## src/rtl/average_regulator_pkg.sv

```systemverilog
// Shared constants for the average filter / PWM on-time regulator.
// State codes are plain localparams so older blocks can share the encoding.
package average_regulator_pkg;

  localparam logic [2:0] ST_IDLE    = 3'd0;
  localparam logic [2:0] ST_SETTLE  = 3'd1;
  localparam logic [2:0] ST_DISCARD = 3'd2;
  localparam logic [2:0] ST_ACCUM   = 3'd3;
  localparam logic [2:0] ST_DECIDE  = 3'd4;

  localparam int DEF_SETTLE_CYC = 250;
  localparam int DEF_TON_INIT   = 450;
  localparam int DEF_TON_MIN    = 10;
  localparam int DEF_TON_MAX    = 460;

endpackage

```

## src/rtl/sat_step_clamp.sv

```systemverilog
// Combinational on-time stepper: +/-STEP with saturation into [TON_MIN, TON_MAX].
// Work is done one bit wider than the register so a step can never wrap.
module sat_step_clamp
  import average_regulator_pkg::*;
#(
  parameter int TON_W   = 10,
  parameter int STEP    = 1,
  parameter int TON_MIN = DEF_TON_MIN,
  parameter int TON_MAX = DEF_TON_MAX
) (
  input  logic [TON_W-1:0] time_on,
  input  logic             inc,
  input  logic             dec,
  output logic [TON_W-1:0] time_on_next
);

  localparam logic [TON_W:0] STEP_X = (TON_W+1)'(STEP);
  localparam logic [TON_W:0] MIN_X  = (TON_W+1)'(TON_MIN);
  localparam logic [TON_W:0] MAX_X  = (TON_W+1)'(TON_MAX);

  logic [TON_W:0] cur;
  logic [TON_W:0] up;
  logic [TON_W:0] down;

  always_comb begin
    cur          = {1'b0, time_on};
    up           = cur + STEP_X;
    down         = cur - STEP_X;
    time_on_next = time_on;
    if (inc) begin
      time_on_next = (up > MAX_X) ? TON_W'(MAX_X) : TON_W'(up);
    end else if (dec) begin
      // Compare before subtracting so an underflow is never selected
      time_on_next = (cur < MIN_X + STEP_X) ? TON_W'(MIN_X) : TON_W'(down);
    end
  end

endmodule

```

## src/rtl/average_regulator.sv

```systemverilog
// Averages qualified ADC samples and nudges the PWM on-time toward the
// [v_min_in, v_max_in] band, with lock detection and inverted-band flagging.
module average_regulator
  import average_regulator_pkg::*;
#(
  parameter int ADC_W      = 12,
  parameter int TON_W      = 10,
  parameter int LOG2_N     = 2,
  parameter int SETTLE_CYC = DEF_SETTLE_CYC,
  parameter int DISCARD    = 1,
  parameter int STEP       = 1,
  parameter int TON_INIT   = DEF_TON_INIT,
  parameter int TON_MIN    = DEF_TON_MIN,
  parameter int TON_MAX    = DEF_TON_MAX,
  parameter int LOCK_CNT   = 8
) (
  input  logic             clk_1M,
  input  logic             rst_n,
  input  logic             en,
  input  logic             sample_valid,
  input  logic [ADC_W-1:0] v_in,
  input  logic [ADC_W-1:0] v_max_in,
  input  logic [ADC_W-1:0] v_min_in,
  output logic [ADC_W-1:0] v_ave,
  output logic             ave_valid,
  output logic [TON_W-1:0] time_on,
  output logic             locked,
  output logic             band_err
);

  localparam int N      = 1 << LOG2_N;
  localparam int SUM_W  = ADC_W + LOG2_N;
  localparam int SET_W  = $clog2(SETTLE_CYC + 1);
  localparam int DISC_W = (DISCARD > 0) ? $clog2(DISCARD + 1) : 1;
  localparam int ACC_W  = LOG2_N + 1;
  localparam int LOCK_W = $clog2(LOCK_CNT + 1);

  localparam logic [SET_W-1:0]  SETTLE_LAST = SET_W'(SETTLE_CYC - 1);
  localparam logic [DISC_W-1:0] DISC_LAST   = DISC_W'((DISCARD > 0) ? DISCARD - 1 : 0);
  localparam logic [ACC_W-1:0]  ACC_LAST    = ACC_W'(N - 1);
  localparam logic [LOCK_W-1:0] LOCK_MAX    = LOCK_W'(LOCK_CNT);
  localparam logic [LOCK_W-1:0] LOCK_LAST   = LOCK_W'(LOCK_CNT - 1);
  localparam logic [2:0]        WINDOW_START = (DISCARD > 0) ? ST_DISCARD : ST_ACCUM;

  logic [2:0]        state;
  logic [SET_W-1:0]  settle_cnt;
  logic [DISC_W-1:0] disc_cnt;
  logic [ACC_W-1:0]  acc_cnt;
  logic [LOCK_W-1:0] lock_cnt;
  logic [SUM_W-1:0]  sum;
  logic [ADC_W-1:0]  avg;
  logic              inverted;
  logic              too_low;
  logic              too_high;
  logic [TON_W-1:0]  time_on_next;

  assign avg      = ADC_W'(sum >> LOG2_N);
  assign inverted = v_min_in > v_max_in;
  assign too_low  = avg < v_min_in;
  assign too_high = avg > v_max_in;

  sat_step_clamp #(
    .TON_W  (TON_W),
    .STEP   (STEP),
    .TON_MIN(TON_MIN),
    .TON_MAX(TON_MAX)
  ) u_clamp (
    .time_on     (time_on),
    .inc         (too_low),
    .dec         (too_high),
    .time_on_next(time_on_next)
  );

  // Dropping en aborts whatever is in flight but keeps the last command
  always_ff @(posedge clk_1M) begin
    if (!rst_n) begin
      state      <= ST_IDLE;
      settle_cnt <= '0;
      disc_cnt   <= '0;
      acc_cnt    <= '0;
      lock_cnt   <= '0;
      sum        <= '0;
      v_ave      <= '0;
      ave_valid  <= 1'b0;
      time_on    <= TON_W'(TON_INIT);
      locked     <= 1'b0;
      band_err   <= 1'b0;
    end else if (!en) begin
      state      <= ST_IDLE;
      settle_cnt <= '0;
      disc_cnt   <= '0;
      acc_cnt    <= '0;
      lock_cnt   <= '0;
      sum        <= '0;
      ave_valid  <= 1'b0;
      locked     <= 1'b0;
    end else begin
      ave_valid <= 1'b0;
      case (state)
        ST_IDLE: begin
          state      <= ST_SETTLE;
          settle_cnt <= '0;
        end
        ST_SETTLE: begin
          if (settle_cnt == SETTLE_LAST) begin
            state      <= WINDOW_START;
            settle_cnt <= '0;
          end else begin
            settle_cnt <= settle_cnt + SET_W'(1);
          end
        end
        ST_DISCARD: begin
          sum <= '0;
          if (sample_valid) begin
            if (disc_cnt == DISC_LAST) begin
              state    <= ST_ACCUM;
              disc_cnt <= '0;
            end else begin
              disc_cnt <= disc_cnt + DISC_W'(1);
            end
          end
        end
        ST_ACCUM: begin
          if (sample_valid) begin
            sum <= sum + SUM_W'(v_in);
            if (acc_cnt == ACC_LAST) begin
              state   <= ST_DECIDE;
              acc_cnt <= '0;
            end else begin
              acc_cnt <= acc_cnt + ACC_W'(1);
            end
          end
        end
        ST_DECIDE: begin
          v_ave     <= avg;
          ave_valid <= 1'b1;
          band_err  <= inverted;
          sum       <= '0;
          state     <= WINDOW_START;
          if (inverted || too_low || too_high) begin
            lock_cnt <= '0;
            locked   <= 1'b0;
            if (!inverted) begin
              time_on <= time_on_next;
            end
          end else begin
            if (lock_cnt != LOCK_MAX) begin
              lock_cnt <= lock_cnt + LOCK_W'(1);
            end
            locked <= (lock_cnt >= LOCK_LAST);
          end
        end
        default: state <= ST_IDLE;
      endcase
    end
  end

endmodule

```

## config.mk

```make
export PLATFORM = sky130hd
export DESIGN_NAME = average_regulator
export DESIGN_NICKNAME = d
export VERILOG_FILES = /design/src/rtl/average_regulator_pkg.sv /design/src/rtl/sat_step_clamp.sv /design/src/rtl/average_regulator.sv
export SDC_FILE = /design/constraint.sdc
export NUM_CORES = 1
export LEC_CHECK = 0
export BUFFER_PORTS_ARGS = -buffer_cell sky130_fd_sc_hd__buf_2
export CAP_MARGIN = 40
export CORE_MARGIN = 8
export CORE_UTILIZATION = 47
export DETAILED_ROUTE_END_ITERATION = 8
export GPL_TIMING_DRIVEN = 0
export PLACE_DENSITY = 0.68
export SYNTH_ARGS = -nofsm -noshare
export SYNTH_HDL_FRONTEND = slang
export SYNTH_SLANG_ARGS = --single-unit
export TNS_END_PERCENT = 10
```

## constraint.sdc

```tcl
create_clock -name clk_1M -period 2.6 [get_ports clk_1M]
set_input_delay 0.26 -clock clk_1M [delete_from_list [all_inputs] [get_ports clk_1M]]
set_output_delay 0.26 -clock clk_1M [all_outputs]
set_load 0.005 [all_outputs]
```

# Yosys cells after proc, flatten, opt, wreduce, memory -nomap -nowiden

Index checks and enable logic that the tools add are counted.

Flip-flop bits (word level): 58
Input bits: 40
Word-level logic and storage cells: 73

Reduce and logical (&&, ||, !) cells: 16
Equal/unequal tests: 12
Bitwise operators: 1
Add/sub/neg operators: 7
Magnitude comparators: 6
Muxes and demuxes: 20

Operators with widths:

| kind                  | count |
|---|---|
| $mux 10               | 4 |
| $pmux 14 s2           | 1 |
| $gt 12x12->1          | 2 |
| $mux 3                | 6 |
| $pmux 8 s2            | 1 |
| $pmux 3 s5            | 1 |
| $add 14x12->14        | 1 |
| $mux 14               | 1 |
| $lt 12x12->1          | 1 |
| $reduce_and 2->1      | 6 |
| $add 10x1->11 const B | 1 |
| $gt 11x9->1 const B   | 1 |
| $lt 10x4->1 const B   | 1 |
| $ne 2x2->1 const B    | 5 |
| $reduce_and 5->1      | 2 |
| $sub 10x1->10 const B | 1 |
| $eq 3x2->1 const B    | 3 |
| $add 8x1->8 const B   | 1 |
| $eq 8x8->1 const B    | 1 |
| $mux 4                | 2 |
| $mux 8                | 1 |
| $reduce_bool 2->1     | 4 |
| $add 4x1->4 const B   | 1 |
| $ge 4x3->1 const B    | 1 |
| other kinds (10)      | 13 |

# Logic depth before layout (Yosys ltp)

Word-level depth: 5
Mapped depth: 12
Depth with buffers taken out: 9

# Modules after synthesis

Synthesis repeated with hierarchy kept, for this count alone.

Cells, all modules: 567
Area total of the unflattened synthesis: 4433.0 µm²

By module, submodules not included:

| module            | sequential area each (µm²) | area an instance (µm²) | cells each | instances |
|---|---|---|---|---|
| average_regulator | 1141.1                     | 3748.6                 | 458        | 1 |
| sat_step_clamp    | 0.0                        | 684.4                  | 109        | 1 |

# Worst setup path after synthesis

Ideal clock, no wire load.

Path kind: flip-flop to flip-flop
From: register sum[4]
To: register time_on[3]
Setup slack: 0.336 ns
Buffers on the path: 2
Stages on the path, launching flop included: 11
Data arrival time: 2.178 ns
Library setup time: 0.086 ns
Clock period less this slack: 2.264 ns
Required time: 2.514 ns
Cells stage by stage: dfxtp_1 -> ha_1 -> a211oi_2 -> o21ai_1 -> a31oi_2 -> and2_1 -> buf_6 -> o211ai_2 -> buf_6 -> a221o_1 -> a221oi_2

Cells in the longest elaborated chain, start to end: 4
Elaborated cells on any way between the ends: 7
Those cells by class: 2 x order compare; 1 x mux; 4 x reduce/logical

RTL lines:

| element                           | line                     | text |
|---|---|---|
| start: declaration                | average_regulator.sv:50  | `logic [SUM_W-1:0] sum;` |
| start signal: assignment          | average_regulator.sv:125 | `sum <= sum + SUM_W'(v_in);` |
| $lt 12x12->1                      | average_regulator.sv:59  | `assign too_low = avg < v_min_in;` |
| $logic_or 1x1->1 (2 in series)    | average_regulator.sv:140 | `if (inverted \|\| too_low \|\| too_high) begin` |
| $reduce_and 5->1 (no source line) | --                       |  |
| end signal: assignment            | average_regulator.sv:85  | `time_on <= TON_W'(TON_INIT);` |
| end signal: assignment            | average_regulator.sv:144 | `time_on <= time_on_next;` |
| end: declaration                  | average_regulator.sv:26  | `output logic [TON_W-1:0] time_on,` |

Parallel ways exist; a longest one is shown, timed or not.
A chain may end at the register's enable or synchronous reset.

# Final worst setup path

From: register sum[9]
To: register time_on[3]

Same word-level chain as after synthesis.

==> run summary <==
status = completed
worst setup slack after layout = 0.09377 ns
Worst EP required = 2.84 ns
antenna violations before repair = 1
number of remaining DRC errors = 0
worst vdd ir = 0.2857 mV
die area = 12430 µm²
overall global routing resource usage = 17.95%
Worst-Skew Late Latency = 0.34 ns
final instance area = 5034 µm²
initial cell density of the core = 47.49%
number of synthesized flops with an enable pin = 0
Mapped Cells = 544
number of global-route vias before repair = 4141
IO Port Bufs = 64
register area share after synthesis = 26.64%
row count = 35
Post-Route WL = 10930 µm
RSZ-0062 raised after global routing = yes
Clock Path Buffers = 2
cell area after synthesis = 4284 µm²
io pins = 65
Via density = 5.724
fill count = 853
drt wl/cell = 14.79 µm
Nets = 717
crit path max fanout = 10
largest net degree at the start of global routing = 11
worst hold path cell count = 2
Die Y = 111.5 µm
Fin Setup TNS = 0 ns
Die X = 111.5 µm
CTS tree = done
Hold-fix buffers, CTS = 0
critical path capture point type = flop
Final Max Tran Viols = 0
root buffer cell = clkbuf_8
cell taking the most area after synthesis = dfxtp_1
CTS Buf Count = 9
Highest Clock Rate = 399.0 MHz
worst slew pin tran = 0.5499 ns
max_cap viols = 0
cells on worst reg2reg path = 11
Antenna Nets Post-Route = 0
CP arrival = 2.74 ns
Static Leak = 2.158 nW
period utilization = 96.39%
Period minus WS final = 2.506 ns
First-pass DRT Iterations = 4
most area-consuming cells after synthesis = dfxtp_1, ha_1, a21oi_1, nand2_1, nor2_1
Synth Area per Inst = 7.875 µm²
clock sinks = 57
post-synth top area share = 26.64%
DP HPWL = 8742 µm
Startpoint Class = flop
clock-pin transition on the worst setup and hold timing paths = 0.07 ns
gr ovfl total = 0
Final Wtd Congestion = 0.8624
Netlist cell types = 68
Post-Syn Nets = 639
flops & latches, synth = 57
proportion of layout cells with a drive suffix above 1 = 19.30%
most used flip-flop cell after synthesis = dfxtp_1
Worst slew margin = 62.87%
kind of critical path = reg2reg
via count = 4230
first-pass GRT wire length = 18860 µm
clock skew = 0.01040 ns
PD cells = 383.6 nW/µm²
final setup vio count = 0
ys async rst share = 0%
hold crit path type = in2reg
yosys warns = 0
pre-CTS WS = -0.04920 ns
area of the core = 9021 µm²
CTS H-tree lvls = 3
DP Area = 4747 µm²
P&R area growth vs syn = 17.49%
Iteration-0 DRC Markers = 193
endpoints failing hold = 0
[worst max-delay path: stages, from the launching register on]
cell	delay, ns
dfxtp_2	0.37
ha_1	0.30
nand2_1	0.08
nor3_2	0.25
a31oi_4	0.14
and2_4	0.18
buf_8	0.13
o211ai_2	0.19
buf_6	0.16
buf_2	0.23
nor2_1	0.09
a221oi_2	0.26
[power breakdown]
part | switching, mW | internal, mW
Sequential | 0.00246 | 0.874
Clock | 0.356 | 0.495
Combinational | 0.121 | 0.0836
Total | 0.479 | 1.45
[synthesized netlist by cell type, drive strengths merged, types with 5 or more instances]
cell type / number
buf: 9
xnor2: 11
clkbuf: 13
nor2: 52
and3: 5
nor2b: 7
a221oi: 6
a21o: 6
a21oi: 54
inv: 37
a22oi: 11
and2: 7
nand4: 9
o21ai: 26
dfxtp: 57
nand2: 60
nor3: 14
o211ai: 8
nand3: 19
ha: 54
or3: 5
nand2b: 7
[sequential cells by signal, indices dropped and copies added, names as in the netlist]
name / flops
lock_cnt: 4
v_ave: 12
ave_valid: 1
sum: 14
settle_cnt: 8
state: 3
band_err: 1
time_on: 10
locked: 1
acc_cnt: 3
[timing repair]
item	CTS	global route
setup buffers	0	2
endpoints found under the hold margin	0	0
cloned	0	0
pin swaps	0	4
setup endpoints to repair	3	9
resized for setup	3	17
[worst paths after layout]
kind | from | end | slack [ns]
max reg2reg | sum[9] | time_on[3] | 0.09
min | rst_n | time_on[8] | 0.21
max | sum[9] | time_on[3] | 0.09
min reg2reg | acc_cnt[2] | acc_cnt[2] | 0.44
[metal layers]
layer	routed length (µm)	vias up	track usage (%)
li1	-	2135	-
met1	4909	1967	21.97
met2	5170	108	29.00
met3	611	20	4.892
met4	240	0	7.378
met5	0	-	0
[area by class of cell]
type | count | area (µm²) | share of cell area (%)
Buffer | 22 | 110.1 | 2.187
Multi-Input combinational cell | 428 | 2940 | 58.41
Clock inverter | 4 | 51.30 | 1.019
Inverter | 37 | 138.9 | 2.759
Clock buffer | 12 | 155.1 | 3.082
Tap cell | 111 | 138.9 | 2.759
Antenna cell | 1 | 2.502 | 0.04971
Timing Repair Buffer | 67 | 339.1 | 6.736
Sequential cell | 57 | 1157 | 22.99
[logic make-up (layout without fill, tap and decap cells)]
kind of cell / after synthesis / after routing / synth area share (%)
compound gates: 152 / 152 / 23.83
other cells: 0 / 1 / 0
simple gates: 201 / 201 / 23.16
buf+inv: 59 / 142 / 5.724
mux: 6 / 6 / 1.548
flops: 57 / 57 / 26.64
fa+ha+maj: 55 / 55 / 16.24
xor+xnor: 14 / 14 / 2.862
[stage by stage]
stage	hold WS, ns	cells	total power, mW	util [%]
2_1_floorplan	0.3362	544	1.026	-
3_3_place_gp	0.4183	719	1.091	52.58
3_5_place_dp	0.4245	720	1.098	52.62
4_1_cts	0.1930	736	1.954	54.95
5_1_grt	0.2074	739	2.032	55.80
6_report	0.2103	739	1.931	55.80
[layout by cell type (no fill, tap or decap), types with 5 or more instances in the layout]
cell,count
nor2_1,51
nand3_1,18
nor3_1,12
nand4_1,8
a21oi_1,53
xnor2_1,11
a21o_1,6
nand2b_1,7
dfxtp_2,7
and3_1,5
dfxtp_1,48
o21ai_0,23
or3_1,5
o211ai_1,7
inv_1,37
nand2_1,60
nor2b_1,7
clkbuf_1,14
buf_2,71
clkbuf_8,11
a22oi_1,10
ha_1,53
No activity file was read; power rests on OpenSTA's default activity.
